--- config.mk ---
export PLATFORM = sky130hd
export DESIGN_NAME = ptl_spl_pulse_arbiter
export DESIGN_NICKNAME = d
export VERILOG_FILES = /design/src/rtl/ptl_arb_pkg.sv /design/src/rtl/ptl_spl_pulse_arbiter_rr_pick.sv /design/src/rtl/ptl_spl_pulse_arbiter.sv
export SDC_FILE = /design/constraint.sdc
export NUM_CORES = 1
export LEC_CHECK = 0
export BUFFER_PORTS_ARGS = -buffer_cell sky130_fd_sc_hd__buf_2
export CORE_MARGIN = 4
export CORE_UTILIZATION = 53
export CTS_BUF_LIST = sky130_fd_sc_hd__clkbuf_2
export CTS_CLUSTER_DIAMETER = 150
export CTS_CLUSTER_SIZE = 12
export DETAILED_ROUTE_END_ITERATION = 6
export PLACE_DENSITY = 0.77
export SYNTH_ARGS = -nofsm -noshare
export SYNTH_HDL_FRONTEND = slang
export SYNTH_SLANG_ARGS = --single-unit
--- constraint.sdc ---
create_clock -name clk -period 2.01 [get_ports clk]
set_clock_uncertainty 0.15 [all_clocks]
set_input_delay 0.402 -clock clk [delete_from_list [all_inputs] [get_ports clk]]
set_output_delay 0.402 -clock clk [all_outputs]
set_load 0.01 [all_outputs]
--- src/rtl/ptl_arb_pkg.sv ---
// Shared types and the bias-to-holdoff table for the PTL splitter pulse arbiter.
// Holdoff values are in clock cycles at 1 ps/cycle, rounded up from the splitter recovery delay.
package ptl_arb_pkg;

  typedef enum logic [1:0] {
    IDLE = 2'd0,
    FIRE = 2'd1,
    HOLD = 2'd2
  } state_t;

  localparam int BIAS_N   = 12;
  localparam int BIAS_MAX = 11;

  // Index 0..11 corresponds to 70%..125% bias in 5% steps.
  function automatic logic [4:0] hold_lut(input logic [3:0] idx);
    logic [4:0] cycles;
    case (idx)
      4'd0:    cycles = 5'd17;
      4'd1:    cycles = 5'd14;
      4'd2:    cycles = 5'd12;
      4'd3:    cycles = 5'd11;
      4'd4:    cycles = 5'd10;
      4'd5:    cycles = 5'd9;
      4'd6:    cycles = 5'd8;
      4'd7:    cycles = 5'd8;
      4'd8:    cycles = 5'd7;
      4'd9:    cycles = 5'd7;
      4'd10:   cycles = 5'd6;
      default: cycles = 5'd6;
    endcase
    return cycles;
  endfunction

endpackage

--- src/rtl/ptl_spl_pulse_arbiter_rr_pick.sv ---
// Combinational round-robin picker: first asserted request at or after ptr, wrapping cyclically.
module rr_pick #(
  parameter int N_REQ = 4
) (
  input  logic [N_REQ-1:0]         req,
  input  logic [$clog2(N_REQ)-1:0] ptr,
  output logic                     valid,
  output logic [$clog2(N_REQ)-1:0] winner
);

  localparam int IW = $clog2(N_REQ);

  logic [2*N_REQ-1:0] dbl;
  logic [2*N_REQ-1:0] rot;
  int                 pos;

  assign dbl = {req, req};
  assign rot = dbl >> ptr;

  // rot[i] is the request i slots after ptr, so the lowest set bit is the RR winner.
  always_comb begin
    valid  = 1'b0;
    winner = '0;
    pos    = 0;
    for (int i = 0; i < N_REQ; i++) begin
      if (!valid && rot[i]) begin
        valid = 1'b1;
        pos   = int'(ptr) + i;
        if (pos >= N_REQ) pos = pos - N_REQ;
        winner = IW'(pos);
      end
    end
  end

endmodule

--- src/rtl/ptl_spl_pulse_arbiter.sv ---
// Round-robin arbiter that shares one PTL splitter input among N_REQ requesters, emitting one
// single-cycle pulse per grant followed by a bias-dependent holdoff so the splitter can recover.
module ptl_spl_pulse_arbiter
  import ptl_arb_pkg::*;
#(
  parameter int N_REQ   = 4,
  parameter int MIN_GAP = 2,
  parameter int CNT_W   = 16
) (
  input  logic                     clk,
  input  logic                     rst,
  input  logic [N_REQ-1:0]         req,
  input  logic [3:0]               bias_sel,
  output logic [N_REQ-1:0]         gnt,
  output logic [$clog2(N_REQ)-1:0] gnt_id,
  output logic                     spl_a,
  output logic                     busy,
  output logic                     bias_err,
  output logic [CNT_W-1:0]         fire_cnt
);

  localparam int IW      = $clog2(N_REQ);
  localparam int HOLD_CW = $clog2(17 + MIN_GAP);

  state_t             state;
  logic [IW-1:0]      ptr;
  logic [IW-1:0]      winner_q;
  logic [3:0]         bias_q;
  logic [HOLD_CW-1:0] hold;

  logic               pick_valid;
  logic [IW-1:0]      pick_idx;

  rr_pick #(.N_REQ(N_REQ)) u_rr_pick (
    .req    (req),
    .ptr    (ptr),
    .valid  (pick_valid),
    .winner (pick_idx)
  );

  always_ff @(posedge clk) begin
    if (rst) begin
      state    <= IDLE;
      ptr      <= '0;
      winner_q <= '0;
      bias_q   <= '0;
      hold     <= '0;
      gnt      <= '0;
      gnt_id   <= '0;
      spl_a    <= 1'b0;
      busy     <= 1'b0;
      bias_err <= 1'b0;
      fire_cnt <= '0;
    end else begin
      case (state)
        IDLE: begin
          if (bias_sel > 4'(BIAS_MAX)) begin
            bias_q   <= 4'(BIAS_MAX);
            bias_err <= 1'b1;
          end else begin
            bias_q <= bias_sel;
          end
          if (pick_valid) begin
            winner_q <= pick_idx;
            ptr      <= (pick_idx == IW'(N_REQ - 1)) ? '0 : pick_idx + IW'(1);
            busy     <= 1'b1;
            state    <= FIRE;
          end
        end
        FIRE: begin
          spl_a    <= 1'b1;
          gnt      <= N_REQ'(1) << winner_q;
          gnt_id   <= winner_q;
          fire_cnt <= fire_cnt + CNT_W'(1);
          hold     <= HOLD_CW'(hold_lut(bias_q)) + HOLD_CW'(MIN_GAP - 1);
          state    <= HOLD;
        end
        HOLD: begin
          spl_a <= 1'b0;
          gnt   <= '0;
          // Leaving on the edge that takes hold to zero gives a pulse period of 1+LUT+MIN_GAP.
          if (hold <= HOLD_CW'(1)) begin
            hold  <= '0;
            busy  <= 1'b0;
            state <= IDLE;
          end else begin
            hold <= hold - HOLD_CW'(1);
          end
        end
        default: begin
          state <= IDLE;
          busy  <= 1'b0;
          spl_a <= 1'b0;
          gnt   <= '0;
        end
      endcase
    end
  end

endmodule
==> summary.md <==
| Metric | Value |
|---|---|
| Outcome | `completed` |
| Min-Delay Path Class | `in2reg` |
| Combinational share of power | `0.393` |
| Most frequent cells in the layout | `dfxtp_1, buf_2, nor2_1` |
| Least-Margin Pin Slew | `481 ps` |
| Crit Path Category | `reg2reg` |
| Largest net degree at the start of global routing | `26` |
| Post-synth EDFFs | `0` |
| First-pass DRT Iterations | `4` |
| # Post-CTS Setup Buffers | `0` |
| Placed cell count | `324` |
| Vias in the first global route | `1760` |
| # nets final | `303` |
| I/O Pins | `35` |
| Standard-cell rows | `23` |
| Initial antenna violation count | `0` |
| Layout Cells excl Fill | `around 330` |
| CTS Hold Bufs | `0` |
| CP Data Arrival Time | `2090 ps` |
| Met2 usage | `0.311` |
| Sw Share | `0.376` |
| XOR/XNOR share of the synthesized area | `0.0677` |
| Ys Warns | `0` |
| Port-buffer cells | `34` |
| Min-delay src | `bias_sel[2]` |
| Clk sinks | `45` |
| Clock transition at path regs | `between 200 and 250 ps` |
| VDD IR max | `0.639 mV` |
| Critical Path Start Type | `register` |
| Total core area | `4000 sq um` |
| WL per Instance | `13.2 um` |
| PD cells | `1160 nW/um^2` |
| Synth cell types | `50` |
| Seq/Total Area, Yosys | `0.409` |
| Clk pwr share | `0.176` |
| First-pass GRT wire length | `7650 um` |
| Gr busiest metal | `met2` |
| Critical path origin | `state[1]` |
| Avg Inst Size Synth | `9.13 sq um` |
| Top FF cell, synth | `dfxtp_1` |
| GRT Overall Usage | `0.180` |
| Met3 usage | `0.0471` |
| Clk_lat worst skew | `~430 ps` |
| Flop pwr share | `0.431` |
| Worst R2R Start | `state[1]` |
| Mux share of post-synthesis cell area | `0.0455` |
| Overflow after GRT | `0` |
| P_int | `1.83 mW` |
| Clock tree buffer depth | `2` |
| DRT iter0 DRCs | `65` |
| Data required, critical path | `2190 ps` |
| ANT nets after route | `0` |
| Leak Pwr | `1.08 nW` |
| CTS root buf | `clkbuf_2` |
| Synthesis-stage register bit count | `45` |
| Final Core Density | `0.632` |
| DP HPWL | `roughly 3200 um` |
| Number of max-cap violations | `0` |
| Largest family of logic cells by synthesized area | `simple AND/OR/NAND/NOR gates` |
| TritonCTS clock tree | `yes` |
| Synth Area in Adders | `0.0682` |
| CP max FO | `7` |
| Commonest non-fill, non-tap cell in the layout | `dfxtp_1` |
| Max frequency | `0.526 GHz` |
| Fin crit share | `0.946` |
| Switching Power | `1.10 mW` |
| CTS buffer count | `5` |
| Max-slew headroom | `0.677` |
| Final setup fails | `0` |
| Starting density of the core | `0.550` |
| RSZ-0062 raised after global routing | `yes` |
| Die Span Y | `72.4 um` |
| Via density | `5.60` |
| Crit end category | `register` |
| Synth Area in Simple Gates | `0.225` |
| Min cycle time layout | `between 1500 and 2000 ps` |
| ANT cells | `0` |
| Chip width | `between 70 and 80 um` |
| GR met1 Demand/Resource | `0.219` |
| Final Hold Vio Count | `0` |
| Drt total wl | `roughly 4400 um` |
| Max-slew violation count | `0` |
| Area grow syn2layout | `14.8%` |
| Number of remaining DRC errors | `0` |
| CTS H-Tree Depth | `2` |
| Syn_nets | `about 260` |
| DR vias | `1858` |
| Post_cts resized | `1` |
| Gp weighted congestion | `roughly 0.78` |
| Mapped Cells | `between 200 and 250` |
| Die area | `~5200 sq um` |
| Synth async-reset ratio | `0` |
| Share of post-route cells with drive strength above 1 | `0.223` |
| Area fraction in compound gates after synthesis | `0.143` |
| Post-Syn Area | `2200 sq um` |
[power by group through the flow]
| stage | Combinational (mW) | Sequential, mW | Clock (mW) |
|---|---|---|---|
| global route | 1.31 | 1.30 | 0.565 |
| detailed placement | 1.11 | 1.28 | 0 |
| floorplan | 0.841 | 1.24 | 0 |
| finish | 1.15 | 1.27 | 0.517 |
| global placement | 1.08 | 1.27 | 0 |
| CTS | 1.13 | 1.26 | 0.533 |
[cell families after synthesis]
family,Yosys count
and+or+nand+nor,91
AOI/OAI and AO/OA,46
DFF,45
buffers and inverters,20
xor gates and xnor gates,17
adders and majority gates,12
muxes,10
[per-layer routing]
metal	routed length [um]	up-vias
met4	57	0
met5	0	-
met1	1980	872
met2	2100	39
li1	-	942
met3	249	5
[cell type report]
| type | instances | area, sq um |
|---|---|---|
| inverters | 11 | 41.3 |
| multi-input cells | 176 | 1220 |
| repair buffers | 42 | 230 |
| well taps | 50 | 62.6 |
| clock inverters | 3 | 46.3 |
| fillers | 361 | 1470 |
| clock buffers | 5 | 25.0 |
| flip-flops and latches | 45 | 901 |
[synthesized netlist by cell type, types with 4 or more instances]
| cell type | number | area share |
|---|---|---|
| nor2_1 | 31 | 0.053 |
| nor3_1 | 6 | 0.014 |
| nand2b_1 | 4 | 0.011 |
| nor4_1 | 4 | 0.011 |
| dfxtp_1 | 45 | 0.41 |
| xor2_1 | 9 | 0.036 |
| xnor2_1 | 8 | 0.032 |
| a211oi_1 | 4 | 0.014 |
| nor2b_1 | 4 | 0.011 |
| nand4_1 | 8 | 0.023 |
| ha_1 | 12 | 0.068 |
| nand2_1 | 11 | 0.019 |
| o21ai_0 | 6 | 0.014 |
| inv_1 | 11 | 0.019 |
| nand3_1 | 6 | 0.014 |
| mux2i_1 | 10 | 0.045 |
| a21oi_1 | 14 | 0.032 |
[through the flow]
step,TNS [ps],hold WS [ps],setup WS (ps),cell area (sq um),power [mW]
3_3_place_gp,0,310,65.2,2440,2.35
4_1_cts,0,90.1,45.0,2520,2.92
5_1_grt,0,94.3,1.72,2530,3.17
2_1_floorplan,0,302,111,2200,2.09
6_report,0,119,109,2530,2.93
3_5_place_dp,-19.7,299,-19.7,2440,2.39
[worst max-delay path, stage by stage, from the launching register on]
cell and delay, ps:
dfxtp_1 370, inv_1 110, buf_4 140, ha_1 300, nand4_1 160, nor4_1 370, xnor2_1 190, nor2_2 40
[final timing paths]
| kind | end | slack, ps | depth (start not counted) |
|---|---|---|---|
| worst max-delay path | fire_cnt[14] | 110 | 7 |
| worst min-delay path | bias_err | 120 | 3 |
| worst max register to register | fire_cnt[14] | 110 | 7 |
| worst min register to register | bias_err | 350 | 2 |
Note: power is estimated with default switching activity, not from simulation.
